==> src/rtl/asic_padcfg_pkg.sv <==
// Shared types and constants for the pad configuration controller:
// sequencer states, register word addresses and pad safe values.
package asic_padcfg_pkg;

   typedef enum logic [1:0] {
      ST_SAFE  = 2'd0,
      ST_WAIT  = 2'd1,
      ST_APPLY = 2'd2,
      ST_RUN   = 2'd3
   } padcfg_state_e;

   localparam logic [7:0] ADDR_CTRL   = 8'h00;
   localparam logic [7:0] ADDR_STATUS = 8'h01;
   localparam logic [7:0] ADDR_DELAY  = 8'h02;
   localparam logic [7:0] SIDE_STRIDE = 8'h10;

   localparam logic [3:0] OFF_IE   = 4'h0;
   localparam logic [3:0] OFF_OEN  = 4'h1;
   localparam logic [3:0] OFF_TECH = 4'h2;
   localparam logic [3:0] OFF_CFG0 = 4'h4;

   localparam logic       SAFE_IE   = 1'b0;
   localparam logic       SAFE_OEN  = 1'b1;
   localparam logic [7:0] DELAY_RST = 8'h10;

endpackage

==> src/rtl/asic_padcfg_side.sv <==
// One padring side: shadow registers, live bit, safe/live output muxing
// and replication of the side-wide TECH word to every pad.
module asic_padcfg_side
   import asic_padcfg_pkg::*;
#(
   parameter int NGPIO = 9,
   parameter int CFGW  = 8,
   parameter int TECHW = 16,
   parameter int WW    = 16,
   parameter int DW    = 32
) (
   input  logic                   clk,
   input  logic                   rst_n,
   input  logic                   srst,
   input  logic                   wr_en,
   input  logic [3:0]             wr_off,
   input  logic [WW-1:0]          wr_data,
   input  logic                   go_live,
   input  logic [3:0]             rd_off,
   output logic [DW-1:0]          rd_data,
   output logic [NGPIO-1:0]       ie,
   output logic [NGPIO-1:0]       oen,
   output logic [NGPIO*CFGW-1:0]  cfg,
   output logic [NGPIO*TECHW-1:0] tech
);

   logic [NGPIO-1:0] ie_mask_r;
   logic [NGPIO-1:0] oen_mask_r;
   logic [TECHW-1:0] tech_r;
   logic [TECHW-1:0] tech_out_r;
   logic [CFGW-1:0]  cfg_r [NGPIO];
   logic             live_r;
   logic             live_next_s;

   // Shadow registers: only hard reset clears them, force_safe keeps them
   always_ff @(posedge clk or negedge rst_n) begin
      if (!rst_n) begin
         ie_mask_r  <= {NGPIO{SAFE_IE}};
         oen_mask_r <= {NGPIO{SAFE_OEN}};
         tech_r     <= {TECHW{1'b0}};
         for (int p = 0; p < NGPIO; p++) cfg_r[p] <= {CFGW{1'b0}};
      end else if (wr_en) begin
         case (wr_off)
            OFF_IE:   ie_mask_r  <= wr_data[NGPIO-1:0];
            OFF_OEN:  oen_mask_r <= wr_data[NGPIO-1:0];
            OFF_TECH: tech_r     <= wr_data[TECHW-1:0];
            default: begin
               for (int p = 0; p < NGPIO; p++) begin
                  if (wr_off == OFF_CFG0 + 4'(p)) cfg_r[p] <= wr_data[CFGW-1:0];
               end
            end
         endcase
      end
   end

   // Live bit: set by the sequencer's APPLY, cleared by force_safe
   always_comb begin
      if (srst) begin
         live_next_s = 1'b0;
      end else begin
         live_next_s = live_r | go_live;
      end
   end

   // Live bit register
   always_ff @(posedge clk or negedge rst_n) begin
      if (!rst_n) live_r <= 1'b0;
      else        live_r <= live_next_s;
   end

   // Registered pad outputs follow the next live value so APPLY shows on the following edge
   always_ff @(posedge clk or negedge rst_n) begin
      if (!rst_n) begin
         ie         <= {NGPIO{SAFE_IE}};
         oen        <= {NGPIO{SAFE_OEN}};
         tech_out_r <= {TECHW{1'b0}};
         cfg        <= {(NGPIO*CFGW){1'b0}};
      end else if (live_next_s) begin
         ie         <= ie_mask_r;
         oen        <= oen_mask_r;
         tech_out_r <= tech_r;
         for (int p = 0; p < NGPIO; p++) cfg[p*CFGW +: CFGW] <= cfg_r[p];
      end else begin
         ie         <= {NGPIO{SAFE_IE}};
         oen        <= {NGPIO{SAFE_OEN}};
         tech_out_r <= {TECHW{1'b0}};
         cfg        <= {(NGPIO*CFGW){1'b0}};
      end
   end

   assign tech = {NGPIO{tech_out_r}};

   // Shadow readback; offset 3 and offsets past the last pad read as zero
   always_comb begin
      rd_data = {DW{1'b0}};
      case (rd_off)
         OFF_IE:   rd_data[NGPIO-1:0] = ie_mask_r;
         OFF_OEN:  rd_data[NGPIO-1:0] = oen_mask_r;
         OFF_TECH: rd_data[TECHW-1:0] = tech_r;
         default: begin
            for (int p = 0; p < NGPIO; p++) begin
               rd_data[CFGW-1:0] = rd_data[CFGW-1:0] |
                  ((rd_off == OFF_CFG0 + 4'(p)) ? cfg_r[p] : {CFGW{1'b0}});
            end
         end
      endcase
   end

endmodule

==> src/rtl/asic_padcfg_ctrl.sv <==
// Pad configuration controller top: register bus decode, power-up
// sequencer (safe -> per-side staged enable) and registered read path.
module asic_padcfg_ctrl
   import asic_padcfg_pkg::*;
#(
   parameter int NSIDES = 4,
   parameter int NGPIO  = 9,
   parameter int CFGW   = 8,
   parameter int TECHW  = 16,
   parameter int AW     = 8,
   parameter int DW     = 32,
   parameter int DELAYW = 8
) (
   input  logic                          clk,
   input  logic                          nreset,
   input  logic                          reg_valid,
   input  logic                          reg_write,
   input  logic [AW-1:0]                 reg_addr,
   input  logic [DW-1:0]                 reg_wdata,
   output logic                          reg_ready,
   output logic                          reg_rvalid,
   output logic [DW-1:0]                 reg_rdata,
   output logic [NSIDES*NGPIO*CFGW-1:0]  pad_cfg,
   output logic [NSIDES*NGPIO-1:0]       pad_ie,
   output logic [NSIDES*NGPIO-1:0]       pad_oen,
   output logic [NSIDES*NGPIO*TECHW-1:0] pad_tech_cfg,
   output logic                          seq_done
);

   localparam int WW = (TECHW >= CFGW) ? ((TECHW >= NGPIO) ? TECHW : NGPIO)
                                       : ((CFGW >= NGPIO) ? CFGW : NGPIO);

   padcfg_state_e     state_r, state_next_s;
   logic [7:0]        idx_r, idx_next_s;
   logic [DELAYW-1:0] delay_r, cnt_r, cnt_next_s;
   logic              seq_done_r, done_next_s, apply_s;
   logic              wr_s, rd_s, start_s, force_s;
   logic [DW-1:0]     side_rd_s [NSIDES];
   logic [DW-1:0]     rdata_next_s;
   logic              unused_s;

   assign reg_ready = 1'b1;
   assign wr_s      = reg_valid & reg_write;
   assign rd_s      = reg_valid & ~reg_write;
   assign start_s   = wr_s & (reg_addr == AW'(ADDR_CTRL)) & reg_wdata[0];
   assign force_s   = wr_s & (reg_addr == AW'(ADDR_CTRL)) & reg_wdata[1];
   assign unused_s  = ^reg_wdata[DW-1:WW];
   assign seq_done  = seq_done_r;

   // Inter-side delay register
   always_ff @(posedge clk or negedge nreset) begin
      if (!nreset)                                    delay_r <= DELAYW'(DELAY_RST);
      else if (wr_s && reg_addr == AW'(ADDR_DELAY))   delay_r <= reg_wdata[DELAYW-1:0];
   end

   // Sequencer state register
   always_ff @(posedge clk or negedge nreset) begin
      if (!nreset) begin
         state_r    <= ST_SAFE;
         idx_r      <= 8'd0;
         cnt_r      <= {DELAYW{1'b0}};
         seq_done_r <= 1'b0;
      end else begin
         state_r    <= state_next_s;
         idx_r      <= idx_next_s;
         cnt_r      <= cnt_next_s;
         seq_done_r <= done_next_s;
      end
   end

   // Sequencer next state; force_safe overrides everything including start
   always_comb begin
      state_next_s = state_r;
      idx_next_s   = idx_r;
      cnt_next_s   = cnt_r;
      done_next_s  = seq_done_r;
      apply_s      = 1'b0;
      if (force_s) begin
         state_next_s = ST_SAFE;
         idx_next_s   = 8'd0;
         cnt_next_s   = {DELAYW{1'b0}};
         done_next_s  = 1'b0;
      end else begin
         case (state_r)
            ST_SAFE: begin
               if (start_s) begin
                  state_next_s = ST_WAIT;
                  idx_next_s   = 8'd0;
                  cnt_next_s   = delay_r;
               end else begin
                  state_next_s = ST_SAFE;
               end
            end
            ST_WAIT: begin
               if (cnt_r == {DELAYW{1'b0}}) state_next_s = ST_APPLY;
               else                         cnt_next_s   = cnt_r - DELAYW'(1);
            end
            ST_APPLY: begin
               apply_s = 1'b1;
               if (idx_r < 8'(NSIDES - 1)) begin
                  state_next_s = ST_WAIT;
                  idx_next_s   = idx_r + 8'd1;
                  cnt_next_s   = delay_r;
               end else begin
                  state_next_s = ST_RUN;
                  done_next_s  = 1'b1;
               end
            end
            ST_RUN:  state_next_s = ST_RUN;
            default: state_next_s = ST_SAFE;
         endcase
      end
   end

   for (genvar s = 0; s < NSIDES; s++) begin : g_side
      localparam logic [AW-1:0] BASE = AW'(SIDE_STRIDE) * AW'(s + 1);
      logic          hit_s;
      logic [DW-1:0] raw_rd_s;

      assign hit_s        = (reg_addr[AW-1:4] == BASE[AW-1:4]);
      assign side_rd_s[s] = hit_s ? raw_rd_s : {DW{1'b0}};

      asic_padcfg_side #(
         .NGPIO(NGPIO), .CFGW(CFGW), .TECHW(TECHW), .WW(WW), .DW(DW)
      ) u_side (
         .clk     (clk),
         .rst_n   (nreset),
         .srst    (force_s),
         .wr_en   (wr_s & hit_s),
         .wr_off  (reg_addr[3:0]),
         .wr_data (reg_wdata[WW-1:0]),
         .go_live (apply_s && (idx_r == 8'(s))),
         .rd_off  (reg_addr[3:0]),
         .rd_data (raw_rd_s),
         .ie      (pad_ie[s*NGPIO +: NGPIO]),
         .oen     (pad_oen[s*NGPIO +: NGPIO]),
         .cfg     (pad_cfg[s*NGPIO*CFGW +: NGPIO*CFGW]),
         .tech    (pad_tech_cfg[s*NGPIO*TECHW +: NGPIO*TECHW])
      );
   end

   // Read data select; CTRL is write-only pulses and reads as zero
   always_comb begin
      rdata_next_s = {DW{1'b0}};
      case (reg_addr)
         AW'(ADDR_STATUS): rdata_next_s[15:0]       = {idx_r, 6'b000000, state_r};
         AW'(ADDR_DELAY):  rdata_next_s[DELAYW-1:0] = delay_r;
         default: begin
            for (int s = 0; s < NSIDES; s++) rdata_next_s = rdata_next_s | side_rd_s[s];
         end
      endcase
   end

   // Registered read response; rdata holds between reads
   always_ff @(posedge clk or negedge nreset) begin
      if (!nreset) begin
         reg_rvalid <= 1'b0;
         reg_rdata  <= {DW{1'b0}};
      end else begin
         reg_rvalid <= rd_s;
         if (rd_s) reg_rdata <= rdata_next_s;
      end
   end

endmodule

==> config.mk <==
export PLATFORM = sky130hd
export DESIGN_NAME = asic_padcfg_ctrl
export DESIGN_NICKNAME = d
export VERILOG_FILES = /design/src/rtl/asic_padcfg_pkg.sv /design/src/rtl/asic_padcfg_side.sv /design/src/rtl/asic_padcfg_ctrl.sv
export SDC_FILE = /design/constraint.sdc
export NUM_CORES = 1
export LEC_CHECK = 0
export CAP_MARGIN = 15
export CORE_AREA = 2 2 397 399
export CTS_BUF_LIST = sky130_fd_sc_hd__clkbuf_8
export DETAILED_ROUTE_END_ITERATION = 10
export DIE_AREA = 0 0 399 401
export PLACE_DENSITY = 0.59
export SLEW_MARGIN = 20
export SYNTH_ARGS = -nofsm -noshare
export SYNTH_HDL_FRONTEND = slang
export SYNTH_SLANG_ARGS = --single-unit
==> constraint.sdc <==
create_clock -name clk -period 3.93 [get_ports clk]
set_clock_uncertainty 0.1 [all_clocks]
set_input_delay 0.786 -clock clk [delete_from_list [all_inputs] [get_ports clk]]
set_output_delay 0.786 -clock clk [all_outputs]
set_load 0.005 [all_outputs]
======== Word-level counts from Yosys, hierarchy flattened ========
Cells that the tools add are included.
word-level totals
  output and inout bits ................... 971
  flip-flop bits (word level) ............. 912
  logic and storage cells ................. 314
cells by class
  multiplexer cells ....................... 93
  bitwise operators ....................... 50
  add/sub/neg operators ................... 2
  eq/ne operators ......................... 28
  magnitude comparators ................... 1
  reductions and logical operators ........ 65
operators with widths
  kind                 number
  $mux 8               43
  $mux 72              4
  $or 8x8->8           32
  $mux 16              8
  $pmux 8 s3           5
  $reduce_and 3->1     37
  $mux 9               8
  $or 16x16->16        3
  $pmux 8 s2           3
  $mux 7               4
  $reduce_and 2->1     13
  $eq 8x2->1 const B   3
  $logic_not 8->1      3
  $eq 4x3->1 const B   5
  $eq 4x4->1 const B   5
  $eq 8x1->1 const B   2
  $eq 4x2->1 const B   3
  $ne 3x3->1 const B   4
  $pmux 1 s3           4
  $mux 1               10
  $and 1x1->1          9
  $add 8x1->8 const B  1
  $eq 4x1->1 const B   2
  $lt 8x2->1 const B   1
  other kinds (16)     27

======== Longest topological paths before layout ========
Gate-level depths: netlist of the first run.
  word-level depth ........................ 16
  depth in mapped cells ................... 10
  depth with buffers taken out ............ 8

======== Hierarchy ========
A second synthesis of the first run with hierarchy kept.
unflattened totals
  cells, all modules ...................... 3555
  area, all modules ....................... 42524.5 um^2
modules (own cells, without submodules)
  module            times used  area an instance (um^2)  sequential area each (um^2)  cells an instance
  asic_padcfg_side  4           9631.7                   5352.6                       784
  asic_padcfg_ctrl  1           3997.6                   1502.7                       419

======== Least setup slack after synthesis of the first run ========
OpenSTA, ideal clock, no wires.
  path type ............................... input port to flip-flop
  start ................................... input reg_addr[5]
  end ..................................... register g_side[3].u_side.tech_r[10]
  arrival ................................. 2.715 ns
  slack ................................... 0.990 ns
  library setup time ...................... 0.125 ns
  stages on the path ...................... 7
  data required time ...................... 3.705 ns
  path buffers ............................ 3
  cells stage by stage .................... buf_2 nor4b_2 nand3_1 buf_2 nor2_1 buf_2 mux2_2
on the way
  cells in the longest elaborated chain, start to end .. 3
ends and longest elaborated chain
  element                     line                     text
  from (decl)                 asic_padcfg_ctrl.sv:18   input logic [AW-1:0] reg_addr,
  $eq 4x3->1                  asic_padcfg_ctrl.sv:120  assign hit_s = (reg_addr[AW-1:4] == BASE[AW-1:4]);
  $and 1x1->1                 asic_padcfg_ctrl.sv:129  .wr_en (wr_s & hit_s),
  $reduce_and 2->1 (no line)  n/a
  to (signal assigned)        asic_padcfg_side.sv:40   tech_r <= {TECHW{1'b0}};
  to (signal assigned)        asic_padcfg_side.sv:46   OFF_TECH: tech_r <= wr_data[TECHW-1:0];
  to (decl)                   asic_padcfg_side.sv:29   logic [TECHW-1:0] tech_r;
No other way between the ends.
A chain may end at the register's enable or synchronous reset.

======== Worst setup path in the final report of the first run ========
  start ................................... register g_side[0].u_side.tech_out_r[10]
  end ..................................... output pad_tech_cfg[42]
RTL lines
  element                 line                    text
  from (decl)             asic_padcfg_side.sv:30  logic [TECHW-1:0] tech_out_r;
  from (signal assigned)  asic_padcfg_side.sv:76  tech_out_r <= {TECHW{1'b0}};
  from (signal assigned)  asic_padcfg_side.sv:81  tech_out_r <= tech_r;
  from (signal assigned)  asic_padcfg_side.sv:86  tech_out_r <= {TECHW{1'b0}};
  to (decl)               asic_padcfg_ctrl.sv:26  output logic [NSIDES*NGPIO*TECHW-1:0] pad_tech_cfg,
No word-level cell between the ends.

==> qor.log, run 1 <==
qor: run_status.status finished, final reports clean
qor: floorplan.fp.dieArea 160000 um2
qor: global_routing.aggregate_global_route_resource_usage 21.25%
qor: timing.max_slew_margin 30.07%
qor: floorplan.io_pins 1015
qor: floorplan.die-height 401 um
qor: synthesis.synthFlopType sky130_fd_sc_hd__dfrtp_1
qor: global_routing.grt_pass1_wl 236900 um
qor: setup_path.cpLargestDelayFamily flip-flops
qor: pwr.p_per_area 400.9 nW/um2
qor: placement.placedInstanceArea 49150 um2
qor: timing.rsz0062_at_grt no
qor: setup_path.ff_to_ff_path_depth 7
qor: placement.place_inst 5793
qor: setup_path.crit_buf_inv 1
qor: final_layout.design.final.nets 3949
qor: pwr.combPwrFrac 9.8%
qor: worst_hold_path.hold_class input port to flop
qor: final_layout.share_of_final_layout_standard_cells_stronger_than_drive_strength_1 25.40%
qor: timing.whs 0.2696 ns
qor: final_layout.layoutNonFillerInstCount 6094
qor: clock_network.max_clock_buf_depth 3
qor: job.max_cap_viol_count 0
qor: clock_network.cts_root_buf sky130_fd_sc_hd__clkbuf_8
qor: pwr.seqPwrFrac 46.6%
qor: pwr.leakagePower 23.80 nW
qor: placement.place.detailed.hpwl 130700 um
qor: setup_path.worst_r2r_end g_side[2].u_side.ie[7]$_DFF_PN0_
qor: worst_hold_path.launch_instance_of_the_worst_min_delay_path reg_wdata[7]
qor: clock_network.cts_buffers 161
qor: synthesis.ys_async_sr_fraction 100.0%
qor: routing.detail_route.wirelength 174500 um
qor: setup_path.reg2reg_slack 0.86 ns
qor: synthesis.synthesis.instances 3235
qor: final_layout.finalInstanceArea 52550 um2
qor: placement.globalplace.congestion 0.8837
qor: setup_path.timing.critical_path.slowest_cell_delay 0.78 ns
qor: routing.final_antenna_net_count 0
qor: pwr.swShare 27.49%
qor: setup_path.critical_path.endpoint_type output pin
qor: timing.final_min_period_over_clock_period 85.08%
qor: routing.viasPerCell 4.645
qor: timing.slew_viol_final 0
qor: floorplan.die_x 399 um
qor: global_routing.antenna_found_initial 21
qor: setup_path.crit_path_top_delay_cell sky130_fd_sc_hd__dfrtp_1
qor: global_routing.grt_pass1_vias 28220
qor: setup_path.worst-endpoint-arrival 2.46 ns
qor: global_routing.globalRoute.totalOverflow 0
qor: setup_path.worstSetupStartpointType flop
qor: synthesis.seq_area_frac_synth 57.05%
qor: clock_network.post_cts_sizing_count 0
qor: worst_hold_path.timing.hold.worst_endpoint g_side[0].u_side.cfg_r[55]$_DFFE_PN0P_
qor: timing.timing_hold_violations_final 0
qor: synthesis.yosysTopAreaCellShare 52.19%
qor: pwr.finalPower 21.07 mW
qor: floorplan.placement_rows 145
qor: synthesis.synth.avg_cell_area 12.20 um2
qor: setup_path.worst_ep_required_time 3.04 ns
qor: setup_path.crit_path_cell_trace clkdlybuf4s50_1
qor: timing.tns 0 ns
qor: routing.route.detailed.drc 0
qor: routing.drt_pre_antenna_iters 5
qor: synthesis.synth.cell_area 39460 um2
qor: timing.endpoints_failing_setup 0
qor: routing.drt_iter0_markers 2691
qor: clock_network.cts_tree yes
qor: clock_network.clk-insertion-delay-late 0.94 ns
qor: clock_network.post-cts-setup-buffers 0
qor: pwr.power.clock.fraction 43.6%
qor: timing.worst-slew-pin-transition 1.049 ns
qor: setup_path.crit_path_max_fanout 9
qor: synthesis.yosys_register_bits 896
qor: pwr.power_switching 5.790 mW
qor: synthesis.synthDistinctLibCells 65
qor: floorplan.placeableCoreArea 155700 um2
qor: synthesis.synth.largest_area_cell sky130_fd_sc_hd__dfrtp_1
qor: final_layout.fillCellCount 15540
qor: setup_path.criticalPathCategory flop to output pin
qor: worst_hold_path.min_delay_path_depth 3
qor: pwr.p_int 15.28 mW
qor: synthesis.ys_warn_count 0
qor: clock_network.cts_sinks 896
qor: pwr.ir_worst_vdd 266.7 uV
qor: placement.place.port_buffers 981
qor: floorplan.floorplan.initialDensity 25.35%
qor: routing.via_count 28310
qor: clock_network.cts.htree.levels 4
qor: global_routing.grt_max_degree 99
qor: clock_network.clk_pin_slew 0.07 ns
qor: setup_path.reg2reg_from idx_r[2]$_DFFE_PN0P_
qor: routing.drt-wirelength-per-cell 28.63 um
qor: synthesis.synth_top_cells_by_area sky130_fd_sc_hd__dfrtp_1 (52%), sky130_fd_sc_hd__mux2_2 (13%), sky130_fd_sc_hd__buf_4 (10%)
qor: final_layout.layout_area_overhead 33.18%
qor: timing.post-route-min-period 3.344 ns
qor: synthesis.synth_edf_count 0
qor: timing.timing.fmax 299.1 MHz
## power groups by stage
stage / logic, mW / registers [mW] / clock network, mW
final: 2.07 / 9.81 / 9.18
after floorplan: 0.872 / 9.85 / 0
after detailed placement: 2.08 / 9.97 / 0
after global routing: 2.21 / 9.84 / 9.83
after global placement: 2.07 / 9.97 / 0
after CTS: 2.09 / 9.81 / 9.44
## final cells by class
| class | count | area, um2 | share of cell area [%] |
|---|---|---|---|
| sequential | 896 | 22510 | 42.84 |
| clock inverter | 90 | 609.3 | 1.159 |
| clock buffer | 201 | 2766 | 5.264 |
| multi-input combinational | 1625 | 12300 | 23.41 |
| inverter | 20 | 75.07 | 0.1428 |
| tap | 2058 | 2575 | 4.900 |
| antenna | 9 | 22.52 | 0.04285 |
| timing repair buffer | 1195 | 11690 | 22.25 |
## worst min-delay path, delay by kind of cell
family | cells | cell delay [ns]
AND/OR/NAND/NOR | 1 | 0.12
AO/OA/AOI/OAI | 1 | 0.07
buffers and inverters | 1 | 0.28
## routing by layer
metal / GRT usage (%) / share of wire, %
met5: 0 / 0.025
met4: 6.219 / 2.7
met3: 5.205 / 7.6
met2: 36.21 / 50
met1: 26.44 / 40
## worst max-delay path by stage
stage / from / end / slack [ns] / cells past startpoint
after floorplan: reg_addr[5] / g_side[3].u_side.tech_r[10]$_DFFE_PN0P_ / 0.99 / 7
final: g_side[0].u_side.tech_out_r[10]$_DFF_PN0_ / pad_tech_cfg[42] / 0.59 / 1
after global routing: g_side[0].u_side.tech_out_r[14]$_DFF_PN0_ / pad_tech_cfg[46] / 0.48 / 1
after global placement: reg_addr[3] / reg_rdata[4]$_DFFE_PN0P_ / 0.39 / 11
after CTS: g_side[0].u_side.tech_out_r[10]$_DFF_PN0_ / pad_tech_cfg[42] / 0.38 / 1
after detailed placement: reg_addr[7] / g_side[3].u_side.cfg[23]$_DFF_PN0_ / 0.34 / 9
## state kept, by name (all words and copies together), names as in the netlist
register                  count
g_side.u_side.ie             36
g_side.u_side.live_r          4
reg_rvalid                    1
seq_done                      1
delay_r                       8
g_side.u_side.oen            36
g_side.u_side.oen_mask_r     36
reg_rdata                    16
cnt_r                         8
g_side.u_side.cfg_r         288
state_r                       2
g_side.u_side.tech_out_r     64
idx_r                         8
g_side.u_side.cfg           288
g_side.u_side.tech_r         64
g_side.u_side.ie_mask_r      36
## stage by stage
stage | setup WS [ns] | utilization, %
after global placement | 0.3893 | 31.57
final | 0.5863 | 33.76
after CTS | 0.3763 | 33.75
after floorplan | 0.9900 | -
after detailed placement | 0.3446 | 31.57
after global routing | 0.4809 | 33.76
## cells in the final DEF, fill, tap and decap left out, drive strengths merged, types with 6 or more instances in the layout
cell and count:
or3 37, a221oi 28, nor2b 12, and3 7, o22ai 46, o21ai 75
dfstp 73, mux2i 24, a22oi 37, a41oi 8, nand2 77, inv 87
mux2 454, nor3 19, clkinv 19, nand3 41, ha 6, dfrtp 823
a21oi 99, a31oi 12, buf 226, nor2 115, a222oi 10, clkbuf 201
and2 387, conb 17, nand2b 8, nor4 6, a32oi 12, a211oi 7
a221o 7, clkdlybuf4s50 968, diode 9
## logic make-up (layout without fill, tap and decap cells)
family,Yosys count,after routing,synth area share (%)
other cells,2,26,0.01903
simple gates,736,736,10.49
fa+ha+maj,6,6,0.1902
flops,896,896,57.05
mux,480,480,13.68
compound gates,386,386,6.519
buf+inv,729,1506,12.05
## synthesized netlist by cell type (all sizes together) (8+ instances only)
cell / number
nand3: 41
o22ai: 46
mux2: 454
nor3: 19
nand2b: 8
a31oi: 12
a222oi: 10
a32oi: 12
and2: 387
buf: 568
or3: 37
o21ai: 75
a221oi: 28
nand2: 77
a22oi: 37
nor2b: 12
nor2: 115
inv: 19
clkbuf: 141
mux2i: 24
dfrtp: 823
a41oi: 8
a21oi: 99
dfstp: 73
## repair_timing
item | in CTS | in global routing
hold endpoints to repair | 48 | 0
endpoints found under the setup margin | 0 | 0
hold buffers | 1 | 0
Note: power is estimated with default switching activity, not from simulation.
==> run 2: changes to the inputs <==
Settings changed: CTS_BUF_LIST sky130_fd_sc_hd__clkbuf_8 to sky130_fd_sc_hd__clkbuf_4, CTS_CLUSTER_SIZE from default to 30.
==> qor.log, run 2 (synthesized netlist as in run 1, its figures left out) <==
qor: pwr.combPwrFrac 10.0% [+0.2 points]
qor: floorplan.floorplan.initialDensity 25.35% [unchanged]
qor: final_layout.reg_top3 g_side.u_side.cfg (288), g_side.u_side.cfg_r (288)
qor: final_layout.layout.core_utilization 33.78% [about the same]
qor: setup_path.critical_path.endpoint_type output pin
qor: pwr.power_switching 5.639 mW [-2.6%]
qor: routing.viasPerCell 4.646 [about the same]
qor: setup_path.timing.critical_path.slowest_cell_delay 0.85 ns [+0.07 ns]
qor: timing.finalWorstSetupSlack 0.2445 ns [-0.3418 ns]
qor: final_layout.design.final.nets 4070 [+3.1%]
qor: global_routing.antenna_found_initial 21 [unchanged]
qor: final_layout.fillCellCount 15650 [+0.69%]
qor: final_layout.ff_latch_area 22510 um2 [unchanged]
qor: setup_path.worstSetupStartpointType flop
qor: worst_hold_path.hold_class input port to flop
qor: floorplan.die_x 399 um [unchanged]
qor: routing.route.detailed.drc 0 [unchanged]
qor: global_routing.grt_max_degree 99 [unchanged]
qor: timing.slew_viol_final 0 [unchanged]
qor: floorplan.io_pins 1015 [unchanged]
qor: final_layout.share_of_final_layout_standard_cells_stronger_than_drive_strength_1 28.68% [+3.3 points]
qor: clock_network.post-cts-setup-buffers 0 [unchanged]
qor: placement.place.detailed.hpwl 130700 um [unchanged]
qor: timing.endpoints_failing_setup 0 [unchanged]
qor: timing.max_slew_margin 27.49% [-2.6 points]
qor: clock_network.post_cts_sizing_count 0 [unchanged]
qor: placement.pre_cts_slack 0.3446 ns [unchanged]
qor: clock_network.cts_buffers 275 [+71%]
qor: timing.post-route-min-period 3.686 ns [+0.3418 ns]
qor: global_routing.aggregate_global_route_resource_usage 21.37% [+0.12 points]
qor: setup_path.cpLargestDelayFamily flip-flops
qor: routing.drt_iter0_markers 2759 [+2.5%]
qor: routing.drt-wirelength-per-cell 27.98 um [-2.3%]
qor: setup_path.worst-endpoint-arrival 2.80 ns [+0.34 ns]
qor: timing.rsz0062_at_grt no
qor: timing.timing.fmax 271.3 MHz [-9.3%]
qor: setup_path.crit_path_top_delay_cell sky130_fd_sc_hd__dfrtp_1
qor: final_layout.layoutNonFillerInstCount 6281 [+3.1%]
qor: clock_network.clk-insertion-delay-late 1.27 ns [+0.33 ns]
qor: final_layout.layout_common_cells sky130_fd_sc_hd__clkdlybuf4s50_1 (968), sky130_fd_sc_hd__dfrtp_1 (823), sky130_fd_sc_hd__mux2_2 (454)
qor: setup_path.worst_ep_required_time 3.04 ns [about the same]
qor: timing.timing_hold_violations_final 0 [unchanged]
qor: floorplan.placeableCoreArea 155700 um2 [unchanged]
qor: setup_path.crit_path_cell_trace clkdlybuf4s50_1
qor: placement.globalplace.congestion 0.8837 [unchanged]
qor: final_layout.most_common_library_cell_in_the_layout_ignoring_fill_and_taps sky130_fd_sc_hd__clkdlybuf4s50_1
qor: setup_path.criticalPathCategory flop to output pin
qor: placement.place.port_buffers 981 [unchanged]
qor: timing.tns 0 ns [unchanged]
qor: pwr.p_per_area 396.9 nW/um2 [-0.98%]
qor: floorplan.fp.dieArea 160000 um2 [unchanged]
qor: pwr.seqPwrFrac 47.0% [+0.4 points]
qor: final_layout.multi_input_area 12300 um2 [unchanged]
qor: pwr.leakagePower 23.89 nW [+0.39%]
qor: pwr.power.clock.fraction 43.1% [-0.5 points]
qor: clock_network.max_clock_buf_depth 4 [+1]
qor: global_routing.globalRoute.totalOverflow 0 [unchanged]
qor: clock_network.postCtsHoldBufs 8 [+7]
qor: clock_network.cts_tree yes
qor: pwr.p_int 15.23 mW [-0.28%]
qor: global_routing.grt_pass1_wl 239000 um [+0.87%]
qor: clock_network.clk_pin_slew 0.06 ns [about the same]
qor: setup_path.crit_buf_inv 1 [unchanged]
qor: routing.detail_route.wirelength 175700 um [+0.72%]
qor: timing.worst-slew-pin-transition 1.088 ns [+0.03867 ns]
qor: setup_path.crit_path_max_fanout 9 [unchanged]
qor: timing.whs 0.1353 ns [-0.1342 ns]
qor: clock_network.cts_sinks 896 [unchanged]
qor: setup_path.reg2reg_slack 0.82 ns [-0.04 ns]
qor: routing.via_count 29180 [+3.1%]
qor: clock_network.cts_root_buf sky130_fd_sc_hd__clkbuf_4
qor: job.max_cap_viol_count 0 [unchanged]
qor: pwr.swShare 27.02% [-0.47 points]
qor: pwr.ir_worst_vdd 233.5 uV [-12%]
qor: timing.final_min_period_over_clock_period 93.78% [+8.7 points]
qor: placement.place_inst 5793 [unchanged]
qor: routing.drt_pre_antenna_iters 6 [+1]
qor: clock_network.cts.htree.levels 5 [+1]
qor: floorplan.placement_rows 145 [unchanged]
qor: routing.final_antenna_net_count 0 [unchanged]
qor: run_status.status finished, final reports clean
qor: floorplan.die-height 401 um [unchanged]
qor: final_layout.layout_area_overhead 33.25% [about the same]
qor: global_routing.grt_pass1_vias 29320 [+3.9%]
-- run 2: worst paths after layout --
| path | startpoint | endpoint | depth (start not counted) |
|---|---|---|---|
| worst max-delay path | g_side[0].u_side.tech_out_r[13]$_DFF_PN0_ | pad_tech_cfg[45] | 1 |
| max in group asynchronous | nreset | g_side[3].u_side.cfg[6]$_DFF_PN0_ | 4 |
| worst min register to register | g_side[2].u_side.cfg_r[8]$_DFFE_PN0P_ | g_side[2].u_side.cfg[56]$_DFF_PN0_ | 1 |
| worst min-delay path | reg_wdata[3] | g_side[0].u_side.tech_r[3]$_DFFE_PN0P_ | 2 |
| min in group asynchronous | nreset | g_side[3].u_side.cfg_r[21]$_DFFE_PN0P_ | 3 |
| worst max register to register | idx_r[2]$_DFFE_PN0P_ | g_side[2].u_side.tech_out_r[10]$_DFF_PN0_ | 7 |
-- run 2: cell type report --
type	instances	share of cell area, %
Sequential cell	896	42.81
Multi-Input combinational cell	1625	23.39
Timing Repair Buffer	1202	22.37
Clock buffer	403	5.753
Tap cell	2058	4.897
Clock inverter	59	0.5473
Inverter	20	0.1428
Antenna cell	18	0.08566
-- run 2: power groups by stage --
stage / Combinational, mW / Sequential (mW) / Clock [mW]
2_1_floorplan: 0.872 / 9.85 / 0
3_3_place_gp: 2.07 / 9.97 / 0
3_5_place_dp: 2.08 / 9.97 / 0
4_1_cts: 2.10 / 9.81 / 9.27
5_1_grt: 2.21 / 9.83 / 9.82
6_report: 2.08 / 9.80 / 8.99
-- run 2: metrics by stage --
| stage | cell area, um2 | power (mW) |
|---|---|---|
| final | 52580 | 20.87 |
| after global routing | 52570 | 21.86 |
| after CTS | 52540 | 21.18 |
| after detailed placement | 49150 | 12.05 |
| after global placement | 49150 | 12.04 |
| after floorplan | 39520 | 10.72 |
-- run 2: layer usage --
| metal | track usage, % | part of all wire [%] |
|---|---|---|
| met1 | 26.12 | 40 |
| met4 | 6.431 | 2.7 |
| met5 | 0 | 0.0057 |
| met2 | 36.22 | 50 |
| met3 | 6.135 | 8.0 |
==> run 3: changes to the inputs <==
Settings changed: PLACE_DENSITY 0.59 to default, SKIP_CTS_REPAIR_TIMING from default to 1.
==> qor.log, run 3 (synthesized netlist as in run 1, its figures left out) <==
qor: floorplan.placement_rows 145 [unchanged]
qor: floorplan.floorplan.initialDensity 25.35% [unchanged]
qor: clock_network.cts.htree.levels 4 [-1]
qor: clock_network.clk-insertion-delay-late 1.17 ns [-0.10 ns]
qor: floorplan.io_pins 1015 [unchanged]
qor: placement.place.detailed.hpwl 131200 um [+0.32%]
qor: setup_path.timing.critical_path.slowest_cell_delay 0.81 ns [-0.04 ns]
qor: placement.place.port_buffers 981 [unchanged]
qor: timing.final_min_period_over_clock_period 91.87% [-1.9 points]
qor: global_routing.grt_max_degree 105 [+6.1%]
qor: timing.worst-slew-pin-transition 1.061 ns [-0.02681 ns]
qor: clock_network.cts_tree yes
qor: setup_path.crit_buf_inv 1 [unchanged]
qor: pwr.ir_worst_vdd 195.7 uV [-16%]
qor: setup_path.worst-endpoint-arrival 2.72 ns [-0.08 ns]
qor: floorplan.die_x 399 um [unchanged]
qor: floorplan.die-height 401 um [unchanged]
qor: global_routing.antenna_found_initial 23 [+9.5%]
qor: clock_network.clk_pin_slew 0.07 ns [about the same]
qor: timing.post-route-min-period 3.610 ns [-0.07507 ns]
qor: placement.globalplace.congestion 0.8828 [-0.10%]
qor: clock_network.cts_root_buf sky130_fd_sc_hd__clkbuf_4
qor: setup_path.crit_path_cell_trace clkdlybuf4s50_1
qor: placement.pre_cts_slack 0.3873 ns [+0.04275 ns]
qor: timing.slew_viol_final 0 [unchanged]
qor: final_layout.layout_common_cells sky130_fd_sc_hd__clkdlybuf4s50_1 (968), sky130_fd_sc_hd__dfrtp_1 (823), sky130_fd_sc_hd__mux2_2 (454)
qor: run_status.status finished, final reports clean
qor: worst_hold_path.hold_class input port to flop
qor: final_layout.layout.core_utilization 33.48% [-0.30 points]
qor: routing.route.detailed.drc 0 [unchanged]
qor: setup_path.worstSetupStartpointType flop
qor: final_layout.reg_top3 g_side.u_side.cfg (288), g_side.u_side.cfg_r (288)
qor: timing.timing.fmax 277.0 MHz [+2.1%]
qor: final_layout.design.final.nets 4023 [-1.2%]
qor: global_routing.grt_pass1_wl 238000 um [-0.42%]
qor: routing.final_antenna_net_count 0 [unchanged]
qor: global_routing.aggregate_global_route_resource_usage 21.33% [-0.044 points]
qor: routing.drt-wirelength-per-cell 28.18 um [+0.73%]
qor: floorplan.fp.dieArea 160000 um2 [unchanged]
qor: pwr.p_per_area 384.1 nW/um2 [-3.2%]
qor: routing.via_count 28980 [-0.71%]
qor: final_layout.layout_area_overhead 32.07%
qor: routing.drt_iter0_markers 2682 [-2.8%]
qor: timing.rsz0062_at_grt no
qor: final_layout.most_common_library_cell_in_the_layout_ignoring_fill_and_taps sky130_fd_sc_hd__clkdlybuf4s50_1
qor: final_layout.multi_input_area 12300 um2 [about the same]
qor: global_routing.grt_pass1_vias 28700 [-2.1%]
qor: routing.viasPerCell 4.659 [+0.26%]
qor: routing.drt_pre_antenna_iters 5 [-1]
qor: timing.max_slew_margin 29.28% [+1.8 points]
qor: clock_network.cts_sinks 896 [unchanged]
qor: global_routing.globalRoute.totalOverflow 0 [unchanged]
qor: routing.detail_route.wirelength 175300 um [-0.25%]
qor: final_layout.share_of_final_layout_standard_cells_stronger_than_drive_strength_1 27.69% [-0.99 points]
qor: timing.tns 0 ns [unchanged]
qor: setup_path.crit_path_max_fanout 9 [unchanged]
qor: setup_path.critical_path.endpoint_type output pin
qor: timing.finalWorstSetupSlack 0.3196 ns [+0.07507 ns]
qor: job.max_cap_viol_count 0 [unchanged]
qor: floorplan.placeableCoreArea 155700 um2 [unchanged]
qor: setup_path.crit_path_top_delay_cell sky130_fd_sc_hd__dfrtp_1
qor: clock_network.cts_buffers 235 [-15%]
qor: timing.endpoints_failing_setup 0 [unchanged]
qor: timing.timing_hold_violations_final 0 [unchanged]
qor: final_layout.fillCellCount 15780 [+0.85%]
qor: setup_path.criticalPathCategory flop to output pin
qor: clock_network.max_clock_buf_depth 3 [-1]
qor: setup_path.worst_ep_required_time 3.04 ns [about the same]
qor: pwr.leakagePower 23.59 nW [-1.3%]
qor: setup_path.cpLargestDelayFamily flip-flops
qor: final_layout.ff_latch_area 22510 um2 [unchanged]
## run 3: changes by cell type in the layout (fill, tap and decap cells not counted), moves of 3 or more
cell,change
sky130_fd_sc_hd__clkbuf_4,-63
sky130_fd_sc_hd__clkinv_1,+7
sky130_fd_sc_hd__clkinv_8,+3
sky130_fd_sc_hd__clkinvlp_4,+3
sky130_fd_sc_hd__diode_2,-6
sky130_fd_sc_hd__dlygate4sd3_1,-6
sky130_fd_sc_hd__inv_6,+3
## run 3: cell type report
| cell class | count | area share (%) |
|---|---|---|
| clock inverter | 74 | 0.7491 |
| clock buffer | 340 | 4.898 |
| timing repair buffer | 1195 | 22.41 |
| multi-input combinational | 1625 | 23.60 |
| sequential | 896 | 43.20 |
| antenna | 12 | 0.05762 |
| tap | 2058 | 4.941 |
| inverter | 20 | 0.1441 |
## run 3: power breakdown
part | switching, mW | total (mW) | internal, mW
Clock | 4.13 | 8.12 | 4.00
Sequential | 0.296 | 9.82 | 9.53
Combinational | 1.17 | 2.07 | 0.905
Total | 5.59 | 20.0 | 14.4
## run 3: per-layer routing
layer,vias up,GRT usage (%),wire length [um]
met5,-,0,57
met4,8,7.308,5164
met3,260,5.258,14390
met2,1559,35.80,86570
met1,14940,26.56,69100
li1,12210,-,-
## run 3: worst paths after layout
| check | from | end | slack [ns] | cells after the start |
|---|---|---|---|---|
| max | g_side[0].u_side.tech_out_r[10]$_DFF_PN0_ | pad_tech_cfg[42] | 0.32 | 1 |
| min | reg_wdata[2] | g_side[2].u_side.cfg_r[26]$_DFFE_PN0P_ | 0.11 | 2 |
| max reg2reg | idx_r[2]$_DFFE_PN0P_ | g_side[0].u_side.cfg[47]$_DFF_PN0_ | 0.74 | 6 |
| min reg2reg | g_side[0].u_side.cfg_r[67]$_DFFE_PN0P_ | g_side[0].u_side.cfg[3]$_DFF_PN0_ | 0.36 | 1 |
| max in group asynchronous | nreset | g_side[2].u_side.oen[4]$_DFF_PN1_ | 2.46 | 3 |
| min in group asynchronous | nreset | g_side[1].u_side.cfg_r[32]$_DFFE_PN0P_ | 0.15 | 2 |
## run 3: through the flow
| step | hold slack (ns) | instances | area, um2 | total power, mW |
|---|---|---|---|---|
| 6_report | 0.1077 | 6220 | 52120 | 20.02 |
| 5_1_grt | 0.02111 | 6212 | 52100 | 20.90 |
| 4_1_cts | -0.5847 | 6206 | 52060 | 20.29 |
| 3_5_place_dp | 0.3737 | 5792 | 49120 | 12.07 |
| 3_3_place_gp | 0.3677 | 5792 | 49120 | 12.06 |
| 2_1_floorplan | 0.3557 | 3250 | 39520 | 10.72 |
